$ cat config.mk
export PLATFORM = sky130hd
export DESIGN_NAME = baby_kyber_decrypt
export DESIGN_NICKNAME = d
export VERILOG_FILES = /design/src/rtl/baby_kyber_decrypt.sv
export SDC_FILE = /design/constraint.sdc
export NUM_CORES = 1
export LEC_CHECK = 0
export ABC_AREA = 1
export CELL_PAD_IN_SITES_DETAIL_PLACEMENT = 0
export CELL_PAD_IN_SITES_GLOBAL_PLACEMENT = 2
export CORE_MARGIN = 1.5
export CORE_UTILIZATION = 36
export CTS_CLUSTER_SIZE = 40
export DETAILED_ROUTE_END_ITERATION = 8
export GPL_TIMING_DRIVEN = 1
export PLACE_DENSITY_LB_ADDON = 0.1
export SKIP_LAST_GASP = 1
export SYNTH_ARGS = -nofsm -noshare
export SYNTH_HDL_FRONTEND = slang
export SYNTH_SLANG_ARGS = --single-unit
$ cat constraint.sdc
create_clock -name clk -period 17.8 [get_ports clk]
set_clock_uncertainty 0.15 [all_clocks]
set_input_delay 3.56 -clock clk [delete_from_list [all_inputs] [get_ports clk]]
set_output_delay 3.56 -clock clk [all_outputs]
set_load 0.02 [all_outputs]
$ cat src/rtl/baby_kyber_decrypt.sv
// baby_kyber_decrypt: sequential w = v - s^T*u in Z_Q[x]/(x^N+1), one MAC per cycle,
// with each coefficient of w decoded to one message bit.
module baby_kyber_decrypt #(
    parameter int Q  = 17,
    parameter int N  = 4,
    parameter int K  = 2,
    parameter int CW = 5
) (
    input  logic              clk,
    input  logic              rst_n,
    input  logic              in_valid,
    output logic              in_ready,
    input  logic [K*N*CW-1:0] sk_flat,
    input  logic [K*N*CW-1:0] u_flat,
    input  logic [N*CW-1:0]   v_flat,
    output logic              out_valid,
    input  logic              out_ready,
    output logic [N-1:0]      msg,
    output logic              busy
);
    localparam int NW = (N > 1) ? $clog2(N) : 1;
    localparam int KW = (K > 1) ? $clog2(K) : 1;
    localparam int QW = $clog2(Q);

    typedef enum logic [1:0] {IDLE, MAC, OUT} state_t;

    state_t        state_q;
    logic [QW-1:0] s_q [K*N];
    logic [QW-1:0] u_q [K*N];
    logic [QW-1:0] v_q [N];
    logic [QW-1:0] w_q [N];
    logic [QW-1:0] acc_q;
    logic [NW-1:0] k_q, j_q;
    logic [KW-1:0] i_q;
    logic [N-1:0]  msg_q;

    logic [NW-1:0]   idx;
    logic [2*QW-1:0] prod;
    logic [QW-1:0]   term_m, term, acc_d, wk_d;
    logic [QW:0]     sum;
    logic            last_j, last_i, last_k;
    logic [N-1:0]    msg_d;

    function automatic logic [QW-1:0] red_u(input logic [CW-1:0] x);
        return QW'((x >= CW'(Q)) ? x - CW'(Q) : x);
    endfunction

    // Negative two's-complement keys land in [0,Q-1] by a wrapping add of Q.
    function automatic logic [QW-1:0] red_s(input logic [CW-1:0] x);
        return x[CW-1] ? QW'(x + CW'(Q)) : red_u(x);
    endfunction

    assign in_ready  = (state_q == IDLE);
    assign busy      = !in_ready;
    assign out_valid = (state_q == OUT);
    assign msg       = msg_q;

    assign last_j = (j_q == NW'(N - 1));
    assign last_i = (i_q == KW'(K - 1));
    assign last_k = (k_q == NW'(N - 1));

    // x^N = -1: a term whose index wrapped past zero is negated.
    always_comb begin
        idx    = k_q - j_q;
        prod   = (2*QW)'(s_q[{i_q, j_q}]) * (2*QW)'(u_q[{i_q, idx}]);
        term_m = QW'(prod % (2*QW)'(Q));
        term   = (j_q > k_q && term_m != '0) ? QW'(Q) - term_m : term_m;
        sum    = {1'b0, acc_q} + {1'b0, term};
        acc_d  = (sum >= (QW+1)'(Q)) ? QW'(sum - (QW+1)'(Q)) : sum[QW-1:0];
        wk_d   = (v_q[k_q] >= acc_d) ? v_q[k_q] - acc_d : QW'(Q) - acc_d + v_q[k_q];
        msg_d  = '0;
        for (int n = 0; n < N; n++) begin
            msg_d[n] = (NW'(n) == k_q) ? (4 * int'(wk_d) > Q && 4 * int'(wk_d) < 3 * Q)
                                       : (4 * int'(w_q[n]) > Q && 4 * int'(w_q[n]) < 3 * Q);
        end
    end

    always_ff @(posedge clk or negedge rst_n) begin
        if (!rst_n) begin
            state_q <= IDLE;
            acc_q   <= '0;
            k_q     <= '0;
            i_q     <= '0;
            j_q     <= '0;
            msg_q   <= '0;
            for (int n = 0; n < K*N; n++) begin
                s_q[n] <= '0;
                u_q[n] <= '0;
            end
            for (int n = 0; n < N; n++) begin
                v_q[n] <= '0;
                w_q[n] <= '0;
            end
        end else begin
            case (state_q)
                IDLE: if (in_valid) begin
                    for (int n = 0; n < K*N; n++) begin
                        s_q[n] <= red_s(sk_flat[n*CW +: CW]);
                        u_q[n] <= red_u(u_flat[n*CW +: CW]);
                    end
                    for (int n = 0; n < N; n++) begin
                        v_q[n] <= red_u(v_flat[n*CW +: CW]);
                        w_q[n] <= '0;
                    end
                    acc_q   <= '0;
                    k_q     <= '0;
                    i_q     <= '0;
                    j_q     <= '0;
                    state_q <= MAC;
                end
                MAC: begin
                    acc_q <= (last_j && last_i) ? '0 : acc_d;
                    j_q   <= last_j ? '0 : j_q + 1'b1;
                    if (last_j)
                        i_q <= last_i ? '0 : i_q + 1'b1;
                    if (last_j && last_i) begin
                        w_q[k_q] <= wk_d;
                        k_q      <= k_q + 1'b1;
                        if (last_k) begin
                            msg_q   <= msg_d;
                            state_q <= OUT;
                        end
                    end
                end
                OUT: if (out_ready) state_q <= IDLE;
                default: state_q <= IDLE;
            endcase
        end
    end
endmodule

=== Yosys cells after proc, flatten, opt, wreduce, memory -nomap -nowiden ===
Cells that the tools add are included.

* Equality and inequality tests: 12
* Divide/modulo/power cells: 1
* Multiply operators: 1
* Magnitude comparators: 37
* Reduce and logical (&&, ||, !) cells: 19
* Add/subtract/negate cells: 38
* Muxes and demuxes: 67
* Bitwise operators: 3

{| class="wikitable"
|+ Operators with widths
! operator !! number
|-
| 5-bit two-way mux || 40
|-
| 5-bit subtractor, second input constant || 21
|-
| 5-bit greater-or-equal comparator, second input constant || 20
|-
| 5-bit adder, second input constant || 8
|-
| 20-bit two-way mux || 2
|-
| 20-bit case mux with 2 select lines || 1
|-
| 7-bit by 5-bit > comparator with 1-bit output, second input constant || 5
|-
| 7-bit by 6-bit < comparator with 1-bit output, second input constant || 5
|-
| 5-bit binary-select mux with 3-bit select || 2
|-
| 20-bit bitwise mux || 1
|-
| 2-bit two-way mux || 7
|-
| 5-bit binary-select mux with 2-bit select || 1
|-
| 5-bit demux with 2-bit select || 1
|-
| 10-bit by 5-bit modulo with 10-bit output, second input constant || 1
|-
| 5-bit by 5-bit multiplier with 10-bit output || 1
|-
| 5-bit case mux with 2 select lines || 1
|-
| 5-bit subtractor, first input constant || 2
|-
| 3-bit AND reduction || 3
|-
| 4-bit greater-or-equal comparator, second input constant || 2
|-
| 1-bit logical AND || 8
|-
| 2-bit inequality test, second input constant || 4
|-
| 3-bit NOT with 4-bit output || 2
|-
| 2-bit case mux with 2 select lines || 2
|-
| 1-bit two-way mux || 7
|-
| 25 further kinds || 31
|}

* Register bits after elaboration: 136
* Logic and storage cells: 208
* Input port bits: 104

=== Depth between registers and ports, before layout ===
* Word-level depth: 19
* Mapped depth: 92
* Depth with buffers taken out: 91

=== Worst setup path after synthesis ===
No wires, ideal clock.

* Path type: reg2reg
* From: reg k_q[0]
* To: reg msg_q[0] (netlist: msg[0])
* Arrival time: 11.776 ns
* Clock period less this slack: 12.047 ns
* Slack: 5.753 ns
* Library setup time: 0.121 ns
* Path buffers: 1
* Stages on the path, launching flop included: 79
* Required time: 17.529 ns
* Path through: dfrtp_1 clkinv_1 ha_1 inv_1 fa_1 inv_1 clkbuf_1 a21oi_1 o21ai_0 nand2_1 nand2_1 nand2_1 inv_1 nand3_1 fa_1 fa_1 fa_1 inv_1 (+43 left out) nor2_1 nand2_1 o21ai_1 nand2_1 o21ai_0 inv_1 ha_1 a31oi_1 nor2_1 o21ai_1 nand2_1 mux2i_1 a21oi_1 inv_1 nand2_1 nand3_1 a21oi_1 a22o_1

* Word-level cells in the longest chain between the ends: 19
* Elaborated cells on any way between the ends: 32

{| class="wikitable"
|+ RTL lines
! element !! RTL line !! source
|-
| from (decl) || 33 || <nowiki>logic [NW-1:0] k_q, j_q;</nowiki>
|-
| from (signal assigned) || 118 || <nowiki>k_q <= k_q + 1'b1;</nowiki>
|-
| branches (longest 19 deep; another with 5-bit by 5-bit multiplier with 10-bit output) || - ||
|-
| to (signal assigned) || 120 || <nowiki>msg_q <= msg_d;</nowiki>
|-
| to (decl) || 35 || <nowiki>logic [N-1:0] msg_q;</nowiki>
|}

Parallel ways; which one is timed is not known. The select of a mux whose other input is x is not followed.
A chain may end at the register's enable or synchronous reset.

=== Worst setup path in the final report ===
* From: reg k_q[0]
* To: reg msg_q[2] (netlist: msg[2])

Same word-level chain as after synthesis.

==> run summary <==
DIE
--------------------------------------------------------------------------------------
Floorplan core area .....................................................    28800 um2
Area enclosed by the die boundary .......................................    30300 um2
Horizontal die dimension ................................................       174 um
Starting utilization of the core area ...................................        36.6%
Chip height .............................................................       174 um
Site Rows ...............................................................           62
I/O Pins ................................................................          111

DRT
--------------------------------------------------------------------------------------
DRT Pass-1 Iters ........................................................            5
Via density per instance ................................................         4.79
Final wirelength ........................................................      26.8 mm
Routed WL per cell ......................................................      13.7 um
Total vias in the final route ...........................................         9348
DRC marker count from the first detailed-route iteration ................          519
Number of DRC violations after detailed routing .........................            0
Antenna-violating nets left .............................................            0

WORST SETUP PATH
--------------------------------------------------------------------------------------
Minimum setup slack among reg-to-reg paths ..............................      3.85 ns
Startpoint of the most critical register-to-register path ............... k_q[0]$_DFFE_PN0P_
Logic depth of the worst register-to-register path ......................           77
Library cell contributing the largest single delay on the critical path . sky130_fd_sc_hd__dfrtp_1
Data required, critical path ............................................     17.96 ns
CP max stage delay ......................................................      0.63 ns
Nature of the critical path endpoint ....................................         flop
Class of the most critical setup path ................................... flop to flop
Startpoint Class ........................................................         flop
Worst path most repeated cell ........................................... sky130_fd_sc_hd__nand2_1
Max Fanout on Critical Path .............................................           17
Crit Reg-Reg Endpoint ................................................... msg[2]$_DFFE_PN0P_
Arrival time of the worst setup path ....................................     14.11 ns

GRT
--------------------------------------------------------------------------------------
Antenna violations before repair ........................................            0
Via count of the first global-routing pass ..............................         9091
Aggregate global routing overflow .......................................            0
Combined global-route utilization of all metal layers ...................        18.4%
Global-route wire length before repair ..................................      45.4 mm
Largest net degree at the start of global routing .......................           84

STA
--------------------------------------------------------------------------------------
Max-slew violation total from the final report ..........................            0
Max Freq ................................................................     71.7 MHz
Post-layout minimum cycle time ..........................................     13.95 ns
Final setup vio count ...................................................            0
Least-Margin Pin Slew ...................................................     0.974 ns
Worst hold margin .......................................................     0.331 ns
Setup repair after global routing missed its margin .....................        false
Count of endpoints failing hold in the final timing report ..............            0
Setup TNS ...............................................................         0 ns
Share of the cycle needed by the critical path after routing ............        78.4%
Slew Limit Headroom .....................................................        35.1%

JOB
--------------------------------------------------------------------------------------
Number of maximum-capacitance constraint violations .....................            0

SYNTHESIS
--------------------------------------------------------------------------------------
Sequential-to-total area share from yosys stat ..........................        31.1%
Primary FF master, synth ................................................ sky130_fd_sc_hd__dfrtp_1
Top post-synthesis cells by area ........................................ sky130_fd_sc_hd__dfrtp_1, sky130_fd_sc_hd__nand2_1, sky130_fd_sc_hd__ha_1
Yosys warnings ..........................................................            0
Area leader, netlist .................................................... sky130_fd_sc_hd__dfrtp_1
Top-area cell type share of the netlist area ............................        31.1%
Syn Inst Count ..........................................................         1460
FF+latch count, synth ...................................................          131
Dominant cell by count in the synthesized netlist ....................... sky130_fd_sc_hd__nand2_1
Async set-or-reset flop fraction in the synthesized netlist .............         100%
Number of nets in the synthesized netlist ...............................         1662
Synthesized cell area ...................................................    10500 um2
Commonest cells post-synth .............................................. sky130_fd_sc_hd__nand2_1, sky130_fd_sc_hd__inv_1, sky130_fd_sc_hd__dfrtp_1
Synthesized area per cell ...............................................     7.22 um2
Number of distinct standard cells referenced by the synthesized netlist .           50
Number of flops mapped to enable cells by yosys .........................            0

FINAL LAYOUT
--------------------------------------------------------------------------------------
Ratio of cells with drive above 1 in the final layout ...................        6.76%
P&R area growth vs syn ..................................................        19.6%
# nets final ............................................................         1759
Diode insertion count for antenna repair ................................            0

CLOCK NETWORK
--------------------------------------------------------------------------------------
Clock Tree Root ......................................................... sky130_fd_sc_hd__clkbuf_16
Post-CTS setup repair buffer count ......................................            0
Max Buffers Root-to-Sink ................................................            2
Clk slew on worst S/H paths .............................................      0.06 ns
Clock insertion delay at the later pin of the skew report ...............      0.42 ns
Clock net sink count ....................................................          131
CTS tree ................................................................          yes
CTS Hold Bufs ...........................................................            0
H-tree depth reported by CTS ............................................            4
Number of CTS-inserted buffers ..........................................           17
Number of gates resized after cts .......................................            0

WORST HOLD PATH
--------------------------------------------------------------------------------------
Hold Startpoint ......................................................... v_q[17]$_DFFE_PN0P_
Worst hold path type .................................................... flop to flop
Worst Hold Path EP ...................................................... v_q[17]$_DFFE_PN0P_
Hold-critical path depth ................................................            2

PLACEMENT
--------------------------------------------------------------------------------------
Port buffer count .......................................................          110
HPWL after detailed placement ...........................................      20.5 mm
GP Congestion ...........................................................        0.800

OUTCOME
--------------------------------------------------------------------------------------
Status .................................................................. finished clean

area by class of cell:
cell class	instances	area, um2
multi-input combinational	1071	6300
clock buffer	18	429
timing repair buffer	115	1140
tap	384	480
sequential	131	3280
inverter	221	830
clock inverter	13	151
fill	2943	16200
registers in the layout (all words and copies together), names as in the netlist, 4 cells and up:
signal,count
v_q,20
acc_q,5
msg,4
w_q,15
u_q,40
s_q,40
layer usage:
metal / share of wire [%] / vias up / GRT usage, %
li1: - / 4943 / -
met5: 0 / - / 0
met4: 1.3 / 0 / 4.74
met1: 51 / 4249 / 25.1
met3: 2.5 / 26 / 2.56
met2: 46 / 130 / 30.4
how the worst max path moves through the flow:
| stage | start | endpoint | slack (ns) | depth (start not counted) |
|---|---|---|---|---|
| 2_1_floorplan | k_q[0]$_DFFE_PN0P_ | msg[0]$_DFFE_PN0P_ | 5.75 | 78 |
| 3_3_place_gp | k_q[0]$_DFFE_PN0P_ | msg[0]$_DFFE_PN0P_ | 4.27 | 76 |
| 3_5_place_dp | k_q[0]$_DFFE_PN0P_ | msg[1]$_DFFE_PN0P_ | 3.87 | 77 |
| 4_1_cts | k_q[0]$_DFFE_PN0P_ | msg[0]$_DFFE_PN0P_ | 3.80 | 77 |
| 5_1_grt | k_q[0]$_DFFE_PN0P_ | msg[2]$_DFFE_PN0P_ | 2.38 | 83 |
| 6_report | k_q[0]$_DFFE_PN0P_ | msg[2]$_DFFE_PN0P_ | 3.85 | 77 |
cell families after synthesis:
kind of cell	synth area share [%]
compound gates	15.2
xor+xnor	5.39
fa+ha+maj	12.6
buf+inv	9.18
flops	31.1
mux	0.380
simple gates	26.2
critical path, delay by kind of cell (launching register included):
family	cells	cell delay, ns
buf+inv	10	1.60
compound gates	13	2.30
fa+ha+maj	11	4.23
flops	1	0.63
xor+xnor	1	0.25
mux	1	0.42
simple gates	41	4.21
stage by stage:
stage          cell area, um2  std cells  util, %  worst slack (ns)
2_1_floorplan           10500       1460        -              5.75
3_3_place_gp            12000       1922     41.8              4.27
3_5_place_dp            12000       1922     41.8              3.87
4_1_cts                 12600       1953     43.8              3.80
5_1_grt                 12600       1953     43.8              2.38
6_report                12600       1953     43.8              3.85
cells in the final DEF, fill, tap and decap left out, types with 5 or more instances in the layout:
cell type / count
sky130_fd_sc_hd__nand3_1: 64
sky130_fd_sc_hd__inv_1: 203
sky130_fd_sc_hd__nand3_2: 9
sky130_fd_sc_hd__nand2_4: 7
sky130_fd_sc_hd__xnor2_1: 22
sky130_fd_sc_hd__ha_1: 85
sky130_fd_sc_hd__nand2_2: 20
sky130_fd_sc_hd__nand2_1: 372
sky130_fd_sc_hd__nor2_1: 95
sky130_fd_sc_hd__o21ai_0: 121
sky130_fd_sc_hd__buf_4: 5
sky130_fd_sc_hd__inv_2: 15
sky130_fd_sc_hd__clkdlybuf4s50_1: 109
sky130_fd_sc_hd__a21oi_1: 85
sky130_fd_sc_hd__o22ai_1: 21
sky130_fd_sc_hd__nand4_1: 29
sky130_fd_sc_hd__nor3_1: 12
sky130_fd_sc_hd__a32o_1: 12
sky130_fd_sc_hd__xor2_1: 41
sky130_fd_sc_hd__dfrtp_1: 131
sky130_fd_sc_hd__clkbuf_16: 17
sky130_fd_sc_hd__fa_1: 13
Power is left out: the tool's default activity adds up to more than one toggle a clock period on the data nets, which glitch-free logic cannot reach.
